File: src/rtl/lsu_pkg.sv
// Shared types and constants for the load/store unit.
// Imported by the lane aligner and the top.
package lsu_pkg;

    localparam logic [2:0] F3_B  = 3'd0;
    localparam logic [2:0] F3_H  = 3'd1;
    localparam logic [2:0] F3_W  = 3'd2;
    localparam logic [2:0] F3_BU = 3'd4;
    localparam logic [2:0] F3_HU = 3'd5;

    // Byte-offset bits cleared to form a word address
    localparam logic [1:0] OFS_MASK = 2'b11;

    typedef enum logic [2:0] {
        S_IDLE,
        S_LD_WAIT,
        S_LD_CAP,
        S_ST_WAIT,
        S_RMW_WAIT,
        S_RMW_CAP,
        S_RMW_WR,
        S_ERR
    } state_t;

endpackage

File: src/rtl/lsu_lane_align.sv
// Little-endian lane select for loads and lane merge for sub-word stores.
// Purely combinational.
module lsu_lane_align
    import lsu_pkg::*;
#(
    parameter int XLEN = 32
) (
    input  logic [2:0]      funct3,
    input  logic [1:0]      ofs,
    input  logic [XLEN-1:0] word,
    input  logic [XLEN-1:0] wdata,
    output logic [XLEN-1:0] ldata,
    output logic [XLEN-1:0] sdata
);

    logic [7:0]  byte_v;
    logic [15:0] half_v;

    always_comb begin
        byte_v = word[{ofs, 3'b000} +: 8];
        half_v = word[{ofs[1], 4'b0000} +: 16];
        ldata  = word;
        unique case (funct3)
            F3_B:    ldata = {{(XLEN-8){byte_v[7]}}, byte_v};
            F3_BU:   ldata = {{(XLEN-8){1'b0}}, byte_v};
            F3_H:    ldata = {{(XLEN-16){half_v[15]}}, half_v};
            F3_HU:   ldata = {{(XLEN-16){1'b0}}, half_v};
            default: ldata = word;
        endcase
    end

    always_comb begin
        sdata = word;
        unique case (funct3[1:0])
            2'b00:   sdata[{ofs, 3'b000} +: 8] = wdata[7:0];
            2'b01:   sdata[{ofs[1], 4'b0000} +: 16] = wdata[15:0];
            default: sdata = wdata;
        endcase
    end

endmodule

File: src/rtl/load_store_unit.sv
// MEM-stage initiator for a word-only data memory.
// Sub-word stores are read-modify-write.
module load_store_unit
    import lsu_pkg::*;
#(
    parameter int MEM_WORDS_LOG2 = 8,
    parameter int XLEN = 32
) (
    input  logic            clk,
    input  logic            rst_n,
    input  logic            req_valid,
    output logic            req_ready,
    input  logic            req_is_store,
    input  logic [2:0]      req_funct3,
    input  logic [XLEN-1:0] req_addr,
    input  logic [XLEN-1:0] req_wdata,
    output logic            resp_valid,
    output logic [XLEN-1:0] resp_rdata,
    output logic            resp_err,
    output logic            mem_read,
    output logic            mem_write,
    output logic [XLEN-1:0] mem_addr,
    output logic [XLEN-1:0] mem_wdata,
    input  logic [XLEN-1:0] mem_rdata
);

    state_t          state;
    logic [2:0]      f3_q;
    logic [1:0]      ofs_q;
    logic [XLEN-1:0] wdata_q;
    logic [XLEN-1:0] ldata;
    logic [XLEN-1:0] sdata;
    logic            misal;
    logic            illegal;
    logic            oor;
    logic            req_err;

    assign req_ready = (state == S_IDLE);

    always_comb begin
        misal = 1'b0;
        if (req_funct3[1:0] == 2'b01)
            misal = req_addr[0];
        else if (req_funct3[1:0] == 2'b10)
            misal = |req_addr[1:0];
        illegal = req_is_store ? (req_funct3 > F3_W)
                : (req_funct3[1:0] == 2'b11 || req_funct3 == 3'd6);
        oor     = |req_addr[XLEN-1:MEM_WORDS_LOG2+2];
        req_err = misal | illegal | oor;
    end

    lsu_lane_align #(.XLEN(XLEN)) u_align (
        .funct3 (f3_q),
        .ofs    (ofs_q),
        .word   (mem_rdata),
        .wdata  (wdata_q),
        .ldata  (ldata),
        .sdata  (sdata)
    );

    always_ff @(posedge clk or negedge rst_n) begin
        if (!rst_n) begin
            state      <= S_IDLE;
            f3_q       <= '0;
            ofs_q      <= '0;
            wdata_q    <= '0;
            resp_valid <= 1'b0;
            resp_rdata <= '0;
            resp_err   <= 1'b0;
            mem_read   <= 1'b0;
            mem_write  <= 1'b0;
            mem_addr   <= '0;
            mem_wdata  <= '0;
        end else begin
            resp_valid <= 1'b0;
            resp_rdata <= '0;
            resp_err   <= 1'b0;
            unique case (state)
                S_IDLE: if (req_valid) begin
                    f3_q    <= req_funct3;
                    ofs_q   <= req_addr[1:0];
                    wdata_q <= req_wdata;
                    if (req_err) begin
                        state <= S_ERR;
                    end else if (!req_is_store) begin
                        mem_read <= 1'b1;
                        mem_addr <= req_addr & ~XLEN'(OFS_MASK);
                        state    <= S_LD_WAIT;
                    end else if (req_funct3 == F3_W) begin
                        mem_write <= 1'b1;
                        mem_addr  <= req_addr & ~XLEN'(OFS_MASK);
                        mem_wdata <= req_wdata;
                        state     <= S_ST_WAIT;
                    end else begin
                        mem_read <= 1'b1;
                        mem_addr <= req_addr & ~XLEN'(OFS_MASK);
                        state    <= S_RMW_WAIT;
                    end
                end
                S_LD_WAIT: begin
                    mem_read <= 1'b0;
                    state    <= S_LD_CAP;
                end
                S_LD_CAP: begin
                    resp_valid <= 1'b1;
                    resp_rdata <= ldata;
                    state      <= S_IDLE;
                end
                S_ST_WAIT: begin
                    mem_write  <= 1'b0;
                    resp_valid <= 1'b1;
                    state      <= S_IDLE;
                end
                S_RMW_WAIT: begin
                    mem_read <= 1'b0;
                    state    <= S_RMW_CAP;
                end
                S_RMW_CAP: begin
                    mem_write <= 1'b1;
                    mem_wdata <= sdata;
                    state     <= S_RMW_WR;
                end
                S_RMW_WR: begin
                    mem_write  <= 1'b0;
                    resp_valid <= 1'b1;
                    state      <= S_IDLE;
                end
                S_ERR: begin
                    resp_valid <= 1'b1;
                    resp_err   <= 1'b1;
                    state      <= S_IDLE;
                end
                default: state <= S_IDLE;
            endcase
        end
    end

endmodule

File: config.mk
export PLATFORM = sky130hd
export DESIGN_NAME = load_store_unit
export DESIGN_NICKNAME = d
export VERILOG_FILES = /design/src/rtl/lsu_pkg.sv /design/src/rtl/lsu_lane_align.sv /design/src/rtl/load_store_unit.sv
export SDC_FILE = /design/constraint.sdc
export NUM_CORES = 1
export LEC_CHECK = 0
export BUFFER_PORTS_ARGS = -buffer_cell sky130_fd_sc_hd__buf_4
export CAP_MARGIN = 10
export CORE_MARGIN = 2
export CORE_UTILIZATION = 49
export DETAILED_ROUTE_END_ITERATION = 8
export PLACE_DENSITY_LB_ADDON = 0.2
export SLEW_MARGIN = 30
export SYNTH_ARGS = -nofsm -noshare
export SYNTH_HDL_FRONTEND = slang
export SYNTH_SLANG_ARGS = --single-unit
export TNS_END_PERCENT = 1
File: constraint.sdc
create_clock -name clk -period 2.8 [get_ports clk]
set_clock_uncertainty 0.2 [all_clocks]
set_input_delay 0.42 -clock clk [delete_from_list [all_inputs] [get_ports clk]]
set_output_delay 0.42 -clock clk [all_outputs]
set_load 0.005 [all_outputs]
=== After elaboration in Yosys (flattened, before gate mapping) ===
Cells that the tools add are included.

* Add/sub/neg operators: 2
* Order comparisons: 1
* Equality and inequality tests: 21
* Shifts and indexed selects: 6
* Muxes and demuxes: 30
* Bitwise gates (word level): 3
* Reduce and logical (&&, ||, !) cells: 17

{| class="wikitable"
|+ Operator list
! kind !! number
|-
| 32-bit 2-to-1 mux || 5
|-
| 32-bit case mux with 2 select lines || 2
|-
| 32-bit case mux with 4 select lines || 1
|-
| 32-bit bitwise mux || 2
|-
| 16-bit by 7-bit variable shift with 32-bit output, first input constant || 1
|-
| 8-bit by 7-bit variable shift with 32-bit output, first input constant || 1
|-
| 16-bit by 7-bit variable part select with 32-bit output || 1
|-
| 32-bit by 6-bit variable part select with 16-bit output || 1
|-
| 32-bit by 6-bit variable part select with 8-bit output || 1
|-
| 8-bit by 7-bit variable part select with 32-bit output || 1
|-
| 22-bit OR reduction || 1
|-
| 3-bit equality test, second input constant || 7
|-
| 3-bit case mux with 5 select lines || 1
|-
| 5-bit negation with 7-bit output || 2
|-
| 1-bit 2-to-1 mux || 13
|-
| 3-bit 2-to-1 mux || 4
|-
| 5-bit AND reduction || 2
|-
| 3-bit by 2-bit equality test with 1-bit output, second input constant || 3
|-
| 3-bit by 1-bit equality test with 1-bit output, second input constant || 2
|-
| 3-bit logical NOT || 2
|-
| 2-bit OR reduction || 3
|-
| 2-bit by 1-bit equality test with 1-bit output, second input constant || 2
|-
| 2-bit equality test, second input constant || 2
|-
| 2-bit by 1-bit != test with 1-bit output, second input constant || 2
|-
| 15 further kinds || 18
|}

* Flip-flop bits (word level): 138
* Input bits: 103
* Word-level logic and storage cells: 91

=== Depth between registers and ports, before layout ===
Gate-level depths: netlist of run 1.

* Word-level depth: 8
* Depth in mapped cells: 9
* Gate-level depth less buffers: 7

=== Cells and area by module ===
From an unflattened synthesis of run 1, not the netlist that was laid out.

* Cell total of the unflattened synthesis: 623
* Area total of the unflattened synthesis: 7060.5 um^2

{| class="wikitable"
|+ Modules (own cells, without submodules)
! module !! times used !! cells each !! area an instance (um^2) !! seq. area each (um^2)
|-
| load_store_unit || 1 || 365 || 5407.7 || 3453.3
|-
| lsu_lane_align || 1 || 258 || 1652.8 || 0.0
|}

=== Least setup slack after synthesis of run 1 ===
OpenSTA, ideal clock, no wires.

* Path kind: flip-flop to flip-flop
* Start: register ofs_q[1]
* End: register mem_wdata[0]
* Library setup time: 128 ps
* Arrival: 2007 ps
* Required time: 2472 ps
* Slack: 466 ps
* Cell stages (with the launch flop): 9
* Path buffers: 1
* Cells stage by stage: dfrtp_1 -> buf_2 -> inv_1 -> ha_1 -> nor2_1 -> a211o_1 -> a22oi_1 -> o21ai_1 -> mux2_1

* Longest elaborated chain between the ends: 5
* Elaborated cells between the ends (all ways): 10
* Classes of those cells: 2 x add/sub; 4 x shift; 4 x mux

{| class="wikitable"
|+ RTL lines
! what !! RTL line !! source
|-
| from (decl) || load_store_unit.sv:29 || <nowiki>logic [1:0] ofs_q;</nowiki>
|-
| from (signal assigned) || load_store_unit.sv:81 || <nowiki>ofs_q <= req_addr[1:0];</nowiki>
|-
| 5-bit negation with 7-bit output (on tied branches) || lsu_lane_align.sv:36, lsu_lane_align.sv:35 ||
|-
| 16-bit by 7-bit variable part select with 32-bit output (tied with other cells) || lsu_lane_align.sv:36 || <nowiki>2'b01: sdata[{ofs[1], 4'b0000} +: 16] = wdata[15:0];</nowiki>
|-
| 32-bit bitwise mux (on tied branches) || lsu_lane_align.sv:36, lsu_lane_align.sv:35 ||
|-
| 32-bit case mux with 2 select lines * || lsu_lane_align.sv:34 || <nowiki>unique case (funct3[1:0])</nowiki>
|-
| 32-bit case mux with 2 select lines * || load_store_unit.sv:78 || <nowiki>unique case (state)</nowiki>
|-
| to (signal assigned) || load_store_unit.sv:92 || <nowiki>mem_wdata <= req_wdata;</nowiki>
|-
| to (signal assigned) || load_store_unit.sv:120 || <nowiki>mem_wdata <= sdata;</nowiki>
|-
| to (decl) || load_store_unit.sv:23 || <nowiki>output logic [XLEN-1:0] mem_wdata,</nowiki>
|}

Mark *: on every way between the ends. The rest lies on a longest branch, timed or not.
A chain may end at the register's enable or synchronous reset.

=== Worst setup path after layout of run 1 ===
* Start: register ofs_q[0]
* End: register mem_wdata[1]

* Longest elaborated chain between the ends: 5
* Elaborated cells between the ends (all ways): 6
* Classes of those cells: 1 x add/sub; 2 x shift; 3 x mux

{| class="wikitable"
|+ RTL lines
! what !! RTL line !! source
|-
| 5-bit negation with 7-bit output * || lsu_lane_align.sv:35 || <nowiki>2'b00: sdata[{ofs, 3'b000} +: 8] = wdata[7:0];</nowiki>
|-
| 8-bit by 7-bit variable part select with 32-bit output / 8-bit by 7-bit variable shift with 32-bit output (equally long branches) || lsu_lane_align.sv:35 ||
|-
| 32-bit bitwise mux * || lsu_lane_align.sv:35 ||
|-
| 32-bit case mux with 2 select lines * || lsu_lane_align.sv:34 ||
|-
| 32-bit case mux with 2 select lines * || load_store_unit.sv:78 ||
|}

Marked as above.

==> results of run 1 <==
## kinds of logic after synthesis
family                   Yosys count
XOR/XNOR                           1
AND/OR/NAND/NOR                  159
buffers and inverters             55
flip-flops                       138
other                              1
AO/OA/AOI/OAI                    129
multiplexers                      79
adder cells (fa/ha/maj)            5
## through the flow
step | worst slack [ns] | util (%) | hold WS [ns] | instance area, µm² | power, W
2_1_floorplan | 0.4657 | - | -0.07559 | 6534 | 0.005260
3_3_place_gp | 0.3278 | 62.95 | 0.2369 | 8270 | 0.006627
3_5_place_dp | 0.2886 | 62.95 | 0.2471 | 8270 | 0.006731
4_1_cts | 0.1882 | 68.11 | 0.008039 | 8949 | 0.009292
5_1_grt | 0.1731 | 68.19 | 0.009998 | 8959 | 0.009780
6_report | 0.3003 | 68.19 | 0.01810 | 8959 | 0.009299
## layout by cell type (no fill, tap or decap), drive strengths merged, types with 19 or more instances in the layout
cell type / count
a21oi: 21
a221oi: 23
o21ai: 23
dfrtp: 138
buf: 222
nand2: 53
nor2b: 29
clkbuf: 19
mux2: 75
nor2: 43
## flip-flops by register name (all words and copies together) (netlist names)
name        count
f3_q            3
mem_write       1
mem_read        1
mem_addr       30
state           3
mem_wdata      32
resp_rdata     32
resp_valid      1
wdata_q        32
resp_err        1
ofs_q           2
## routing by layer
layer / wire length (µm) / up-vias
met5: 0 / -
met4: 515 / 0
met3: 1448 / 44
met2: 9250 / 287
met1: 8302 / 2716
li1: - / 2446
## power breakdown
group          leakage (nW)  internal [W]  switching [W]
logic                  2.46       0.00187        0.00166
registers              1.77       0.00267       0.000608
clock network         0.324       0.00164       0.000861
total                  4.55       0.00617        0.00312
## worst reg2reg max path: cells and delay by family (launching register included)
kind | cells | cell delay, ns
compound gates | 3 | 0.77
flops | 1 | 0.51
fa+ha+maj | 1 | 0.37
mux | 1 | 0.29
buf+inv | 1 | 0.18
simple gates | 1 | 0.06
## worst max path at each step
stage                         startpoint                       end
floorplan           ofs_q[1]$_DFFE_PN0P_  mem_wdata[0]$_DFFE_PN0P_
global placement            req_addr[16]  mem_wdata[0]$_DFFE_PN0P_
detailed placement          req_addr[16]  mem_wdata[1]$_DFFE_PN0P_
CTS                 ofs_q[0]$_DFFE_PN0P_  mem_wdata[7]$_DFFE_PN0P_
global route        ofs_q[0]$_DFFE_PN0P_  mem_wdata[7]$_DFFE_PN0P_
finish              ofs_q[0]$_DFFE_PN0P_  mem_wdata[1]$_DFFE_PN0P_
## layout make-up
class                   count  area, µm²
clock inverters            13      215.2
fillers                  1002       4179
well taps                 176      220.2
inverters                  14      52.55
repair buffers            223       1705
multi-input cells         375       2859
flip-flops and latches    138       3453
clock buffers              19      452.9
==> results.md, run 1 <==
- Antenna violations before repair: 0
- R2R Setup Slk: 0.30 ns
- CTS tree: done
- First-pass GRT wire length: 30,410 µm
- Initial core utilization: 49.70%
- Synth Area in Adders: 0.9580%
- Crit. End Element: register
- Min Tclk post-route: 2.500 ns
- Fin. Hold Viols: 0
- Worst r2r src: ofs_q[0]$_DFFE_PN0P_
- PD cells: 1038 nW/µm²
- Grt ovf: 0
- TritonRoute pass-1 iters: 6
- Via count: 5,493
- Drt drc: 0
- Clk root buf: clkbuf_16
- Worst-Margin Slew: 0.6007 ns
- CP delay by family, top: compound AO/OA/AOI/OAI gates
- Setup TNS: 0 ns
- Mapped Cells: 567
- Max IR drop VDD: 479.7 µV
- Synth area leaders: dfrtp_1, mux2_4, mux2_2
- CP Class: reg2reg
- Setup violations, final: 0
- Max Cap Viol: 0
- Crit path DAT: 2.60 ns
- CTS H-tree lvls: 4
- Routed len/inst: 20.37 µm
- Primary FF master, synth: dfrtp_1
- DIE HEIGHT: 119.4 µm
- Synth async-reset ratio: 100.0%
- Largest net degree at the start of global routing: 66
- Combinational family with the most area after synthesis: multiplexers
- Relative slew slack: 59.74%
- Worst-path clk slew: 0.06 ns
- Via/cell ratio: 5.734
- Worst hold stages: 2
- Row Count: 42
- Post-Synthesis Cell Area: 6530 µm²
- Yosys warns: 0
- Lkg Pwr: 4.546 nW
- Simple logic cell fraction of the synthesized area: 11.78%
- Critical Path RT: 2.90 ns
- Cts bufs inserted: 17
- Number of flops mapped to enable cells by yosys: 0
- # IOs: 204
- # nets final: 877
- Post_cts resized: 0
- Final wirelength: 19,520 µm
- Vias in the first global route: 5,382
- Worst-path cell with the longest stage delay: dfrtp_1
- Crit-path cells: inv_1 -> ha_1 -> nor2_1 -> a211o_1 -> a22oi_1 -> o21ai_1 -> mux2_1
- Max FO, Critical Path: 9
- Dominant cell by count in the synthesized netlist: dfrtp_1
- Post-CTS Setup Inserts: 0
- Hold Buf Count CTS: 1
- Syn avg cell area: 11.52 µm²
- Die Area: 14,270 µm²
- Worst Hold Class: in2reg
- Dpl cells: 925
- Clock sinks: 138
- WP buf/inv: 1
- Post-synthesis register bit count: 138
- Compound-cell area share of the yosys netlist: 14.47%
- Crit start category: register
- Final HPWL DP: 14,140 µm
- # diodes: 0
- Top post-synthesis cells by count: dfrtp_1, nand2_1, nor2_1, mux2_2, mux2_4
- Crit path depth: 7
- Final Slew Violations: 0
- Top cell type by total area after synthesis: dfrtp_1
- Hold_sp: req_addr[2]
- Final GP Congestion: 0.9095
- Fin crit share: 89.27%
- Fin cells: 958
- Reg-to-Reg End: mem_wdata[1]$_DFFE_PN0P_
- R2R depth: 7
- Worst hold endpoint: mem_addr[2]$_DFFE_PN0P_
- Most Crowded Layer GR: met2
- Met2 GRT Util: 43.00%
- Synth top area share: 52.88%
- Mux contribution to synthesized area: 15.85%
- RSZ-0062 raised after global routing: false
- Outcome: complete, no violations
- Sequential share of the synthesized area: 52.88%
- Iter 0 DRT Violations: 413
- Port Buffers: 201
- Maximum clock path buffer count: 2
- Layout cells sized above 1: 42.58%
- Peak Freq: 0.4001 GHz
- Routed Antenna Nets: 0
- Post-synthesis cell type count: 54
- Worst path max stage delay: 0.51 ns
- Core Region: 13,140 µm²
- Die X: 119.4 µm
- Met3 global-route usage: 6.418%
- GR Util met1: 39.42%
- Synth-to-Final Area Change: 37.19%
- GR Util All Layers: 28.08%
- Post-Synth XOR/XNOR Area: 0.1341%
- Worst skew pair latency: 0.42 ns
Power figures use the tool's default switching activity.
==> run 2, diff against run 1 <==
--- a/config.mk
+++ b/config.mk
@@ -10,6 +10,7 @@
 export CORE_MARGIN = 2
 export CORE_UTILIZATION = 49
 export DETAILED_ROUTE_END_ITERATION = 8
+export HOLD_SLACK_MARGIN = 0.15
 export PLACE_DENSITY_LB_ADDON = 0.2
 export SLEW_MARGIN = 30
 export SYNTH_ARGS = -nofsm -noshare
==> run 2 against run 1 <==
  * Utilization up 5.9 points
  * Highest routed layer unchanged
  * Critical path depth rose by 1
  * First-iteration DRC count grew 21%
  * Largest cell class unchanged
  * Clock power is essentially flat
  * Flip-flop and latch count unchanged
  * Combinational power grew 3%
  * Clock-buffer cell count is the same
  * Largest power group unchanged
  * Global-route usage increased by 1.5 points
  * Hold slack better by 0.21 ns
  * Sequential share of layout area fell by 3.1 points
  * Register-to-register slack better by 0.02 ns
==> results.md, run 2 (synthesized netlist as in run 1, its figures left out) <==
- Routed Antenna Nets: 0
- Layout cells sized above 1: 38.72%
- Antenna violations before repair: 0
- Vias in the first global route: 5,817
- Fin. Hold Viols: 0
- Initial core utilization: 49.70%
- Peak Freq: 0.3891 GHz
- Die Area: 14,270 µm²
- Post-CTS Setup Inserts: 0
- First-pass GRT wire length: 32,080 µm
- GR Util All Layers: 29.54%
- Fin cells: 1,036
- Largest net degree at the start of global routing: 66
- CTS H-tree lvls: 4
- # diodes: 0
- Setup TNS: 0 ns
- Core Region: 13,140 µm²
- Finished Core Util: 74.13%
- Outcome: complete, no violations
- Total Power: 0.009426 W
- Max IR drop VDD: 485.2 µV
- Biggest regs: mem_wdata: 32 flops, resp_rdata: 32 flops, wdata_q: 32 flops
- Dpl cells: 925
- Worst skew pair latency: 0.42 ns
- CP Class: in2reg
- Final HPWL DP: 14,140 µm
- Final Slew Violations: 0
- Maximum clock path buffer count: 2
- RSZ-0062 raised after global routing: false
- Clock sinks: 138
- Die X: 119.4 µm
- DIE HEIGHT: 119.4 µm
- Clk root buf: clkbuf_16
- Most common cell after layout, fill and taps aside: buf_4
- Synth-to-Final Area Change: 49.15%
- Row Count: 42
- Setup WS pre-CTS: 0.2886 ns
- Most frequent cells in the layout: buf_4, dfrtp_1, dlygate4sd3_1, nand2_1, nor2_1
- Iter 0 DRT Violations: 499
- Relative slew slack: 59.53%
- Lkg Pwr: 4.872 nW
- Max FO, Critical Path: 32
- Critical Path RT: 2.90 ns
- Worst-Margin Slew: 0.6070 ns
- CTS tree: done
- # nets final: 955
- Drt drc: 0
- Via/cell ratio: 5.613
- Final wirelength: 20,770 µm
- Grt ovf: 0
- Min Tclk post-route: 2.570 ns
- Setup violations, final: 0
- Routed len/inst: 20.04 µm
- Via count: 5,815
- Crit start category: input pin
- Fin crit share: 91.78%
- Cts bufs inserted: 17
- Crit. End Element: register
- Worst Hold Class: in2reg
- PD cells: 967.8 nW/µm²
- Max Cap Viol: 0
- # IOs: 204
- Worst-path clk slew: 0.06 ns
- Crit path DAT: 2.67 ns
- TritonRoute pass-1 iters: 7
- Final GP Congestion: 0.9095
- Final worst-path setup slack: 0.2301 ns
- Port Buffers: 201
## run 2: changes by cell type in the layout (fill, tap and decap cells not counted), sizes merged
cell and change:
dlygate4sd3 +78
## run 2: layout make-up
type,instances,area [µm²]
Timing Repair Buffer,301,2486
Fill cell,920,3398
Multi-Input combinational cell,375,2859
Inverter,14,52.55
Sequential cell,138,3453
Clock buffer,19,452.9
Tap cell,176,220.2
Clock inverter,13,215.2
## run 2: metrics by stage
| stage | hold WS, ns | instance area [µm²] |
|---|---|---|
| CTS | 0.2064 | 9729 |
| global route | 0.2579 | 9739 |
| finish | 0.2236 | 9739 |
| global placement | 0.2369 | 8270 |
| floorplan | -0.07559 | 6534 |
| detailed placement | 0.2471 | 8270 |
## run 2: power breakdown
part,total [W],internal (W),switching (W)
logic,0.00363,0.00194,0.00169
clock network,0.00251,0.00164,0.000874
registers,0.00329,0.00267,0.000618
## run 2: path summary, 6_finish.rpt
kind	from	end	slack, ns	cells past startpoint
setup / recovery	req_funct3[0]	mem_wdata[10]$_DFFE_PN0P_	0.23	8
hold / removal	req_is_store	mem_read$_DFFE_PN0P_	0.22	4
setup reg to reg	ofs_q[0]$_DFFE_PN0P_	mem_wdata[1]$_DFFE_PN0P_	0.32	7
hold reg to reg	mem_addr[5]$_DFFE_PN0P_	mem_addr[5]$_DFFE_PN0P_	0.29	1
max in group asynchronous	rst_n	wdata_q[23]$_DFFE_PN0P_	1.26	3
min in group asynchronous	rst_n	mem_addr[17]$_DFFE_PN0P_	0.37	2
## run 2: per-layer routing
layer	global-route usage [%]	share of wire [%]
met1	40.56	41
met2	46.43	48
met3	6.226	7.8
met4	10.96	2.8
met5	0	0
## run 2: timing repair
item                                    in CTS  in global routing
endpoints found under the hold margin      139                  0
gates resized for setup                      0                  0
hold buffers                                79                  0
endpoints found under the setup margin       0                  0
## run 2: critical path, cell delays in order
cell	delay (ns)
dlygate4sd3_1	0.55
buf_4	0.16
nor3_1	0.24
o2111ai_1	0.22
a2111oi_4	0.44
nor2_4	0.08
buf_12	0.19
mux2_4	0.33
==> run 3, diff against run 2 <==
==> constraint.sdc (replaced) <==
create_clock -name clk -period 2.8 [get_ports clk]
set_clock_uncertainty 0.2 [all_clocks]
set_input_delay 0.14 -clock clk [delete_from_list [all_inputs] [get_ports clk]]
set_output_delay 0.14 -clock clk [all_outputs]
set_load 0.005 [all_outputs]
==> run 3 against run 2 <==
  * Total power fell by 2.5%
  * Global-route usage is essentially flat
  * Utilization shrank 0.31 points
  * Die area unchanged
  * Hold slack lost 0.052 ns
  * Final cell count is essentially flat
  * Cell area shrank 0.42%
==> results.md, run 3 (synthesized netlist as in run 1, its figures left out) <==
- Multi-input gate area in the final layout: 2854 µm²
- RSZ-0062 raised after global routing: false
- Outcome: complete, no violations
- Via/cell ratio: 5.609
- Final Slew Violations: 0
- Most common cell after layout, fill and taps aside: buf_4
- # IOs: 204
- Post_cts resized: 0
- CP Class: reg2reg
- Final HPWL DP: 13,930 µm
- Via count: 5,817
- Final GP Congestion: 0.9683
- Clock sinks: 138
- Setup TNS: 0 ns
- Min Tclk post-route: 2.628 ns
- GR Util met1: 40.00%
- CTS H-tree lvls: 4
- Core Region: 13,140 µm²
- Synth-to-Final Area Change: 48.52%
- Final wirelength: 20,220 µm
- Die Area: 14,270 µm²
- DIE HEIGHT: 119.4 µm
- Grt ovf: 0
- Biggest regs: mem_wdata: 32 flops, resp_rdata: 32 flops, wdata_q: 32 flops
- Total Power: 0.009192 W
- Crit start category: register
- Fin. Hold Viols: 0
- Port Buffers: 201
- Crit path DAT: 2.79 ns
- Antenna violations before repair: 1
- Most Crowded Layer GR: met2
- # diodes: 0
- First-pass GRT wire length: 32,350 µm
- Post-CTS Setup Inserts: 0
- Initial core utilization: 49.70%
- Met2 GRT Util: 46.29%
- Worst Hold Class: in2async
- Max Cap Viol: 0
- Worst-Margin Slew: 0.9231 ns
- Fin cells: 1,037
- Maximum clock path buffer count: 2
- Filler Cells Inserted: 921
- Clk root buf: clkbuf_16
- Cts bufs inserted: 17
- Routed len/inst: 19.49 µm
- FF/Latch Area: 3453 µm²
- Peak Freq: 0.3805 GHz
- Fin crit share: 93.85%
- Worst-path clk slew: 0.06 ns
- TritonRoute pass-1 iters: 5
- Relative slew slack: 37.99%
- Die X: 119.4 µm
- Setup WS pre-CTS: 0.2775 ns
- Largest net degree at the start of global routing: 111
- Drt drc: 0
- Most frequent cells in the layout: buf_4, dfrtp_1, dlygate4sd3_1, nand2_1, nor2_1
- PD cells: 947.8 nW/µm²
- Vias in the first global route: 6,020
- Dpl cells: 921
- Layout cells sized above 1: 38.10%
- Critical Path RT: 2.96 ns
- Worst skew pair latency: 0.42 ns
- Crit. End Element: register
- GR Util All Layers: 29.51%
- Final worst-path setup slack: 0.1721 ns
- Met3 global-route usage: 6.609%
- # nets final: 956
- Max FO, Critical Path: 9
- Iter 0 DRT Violations: 532
- Lkg Pwr: 4.849 nW
- Routed Antenna Nets: 0
- CTS tree: done
- Max IR drop VDD: 514.6 µV
- Worst hold slack: 0.1714 ns
- Setup violations, final: 0
- Row Count: 42
- Hold Buf Count CTS: 83
==> run 3: worst paths after layout <==
path                                         startpoint                        to  slack [ns]  depth (start not counted)
worst min register to register  mem_addr[9]$_DFFE_PN0P_   mem_addr[9]$_DFFE_PN0P_        0.29                          1
worst max-delay path               ofs_q[0]$_DFFE_PN0P_  mem_wdata[2]$_DFFE_PN0P_        0.17                          7
max in group asynchronous                         rst_n  mem_addr[11]$_DFFE_PN0P_        1.47                          3
worst max register to register     ofs_q[0]$_DFFE_PN0P_  mem_wdata[2]$_DFFE_PN0P_        0.17                          7
worst min-delay path                              rst_n   wdata_q[15]$_DFFE_PN0P_        0.17                          2
min in group clk                           req_addr[17]     mem_write$_DFFE_PN0P_        0.20                          6
==> run 3: where the power goes <==
part	total [W]	leakage [nW]	internal, W	switching [W]
registers	0.00328	1.77	0.00267	0.000610
logic	0.00357	2.78	0.00193	0.00164
clock network	0.00234	0.298	0.00149	0.000846
==> run 3: metrics by stage <==
| stage | cell area (µm²) | util, % |
|---|---|---|
| 2_1_floorplan | 6534 | - |
| 3_3_place_gp | 8228 | 62.63 |
| 3_5_place_dp | 8228 | 62.63 |
| 4_1_cts | 9683 | 73.70 |
| 5_1_grt | 9698 | 73.82 |
| 6_report | 9698 | 73.82 |
==> run 3: per-layer routing <==
layer / vias to the layer above / wire [µm]
met3: 45 / 1545
met5: - / 13
met4: 2 / 545
met2: 296 / 9720
li1: 2620 / -
met1: 2854 / 8390
==> run 3: final cells by class <==
cell class | instances | area share, %
sequential | 138 | 35.61
multi-input combinational | 375 | 29.43
tap | 176 | 2.271
inverter | 14 | 0.5419
clock inverter | 10 | 1.445
timing repair buffer | 302 | 25.71
clock buffer | 22 | 4.993
==> run 3: critical path, cell delays in order, from the launching register on <==
cell	delay, ns
dfrtp_1	0.54
inv_1	0.19
ha_1	0.23
nor2b_1	0.15
nor3_1	0.72
a22oi_1	0.13
o21ai_0	0.23
mux2_4	0.18
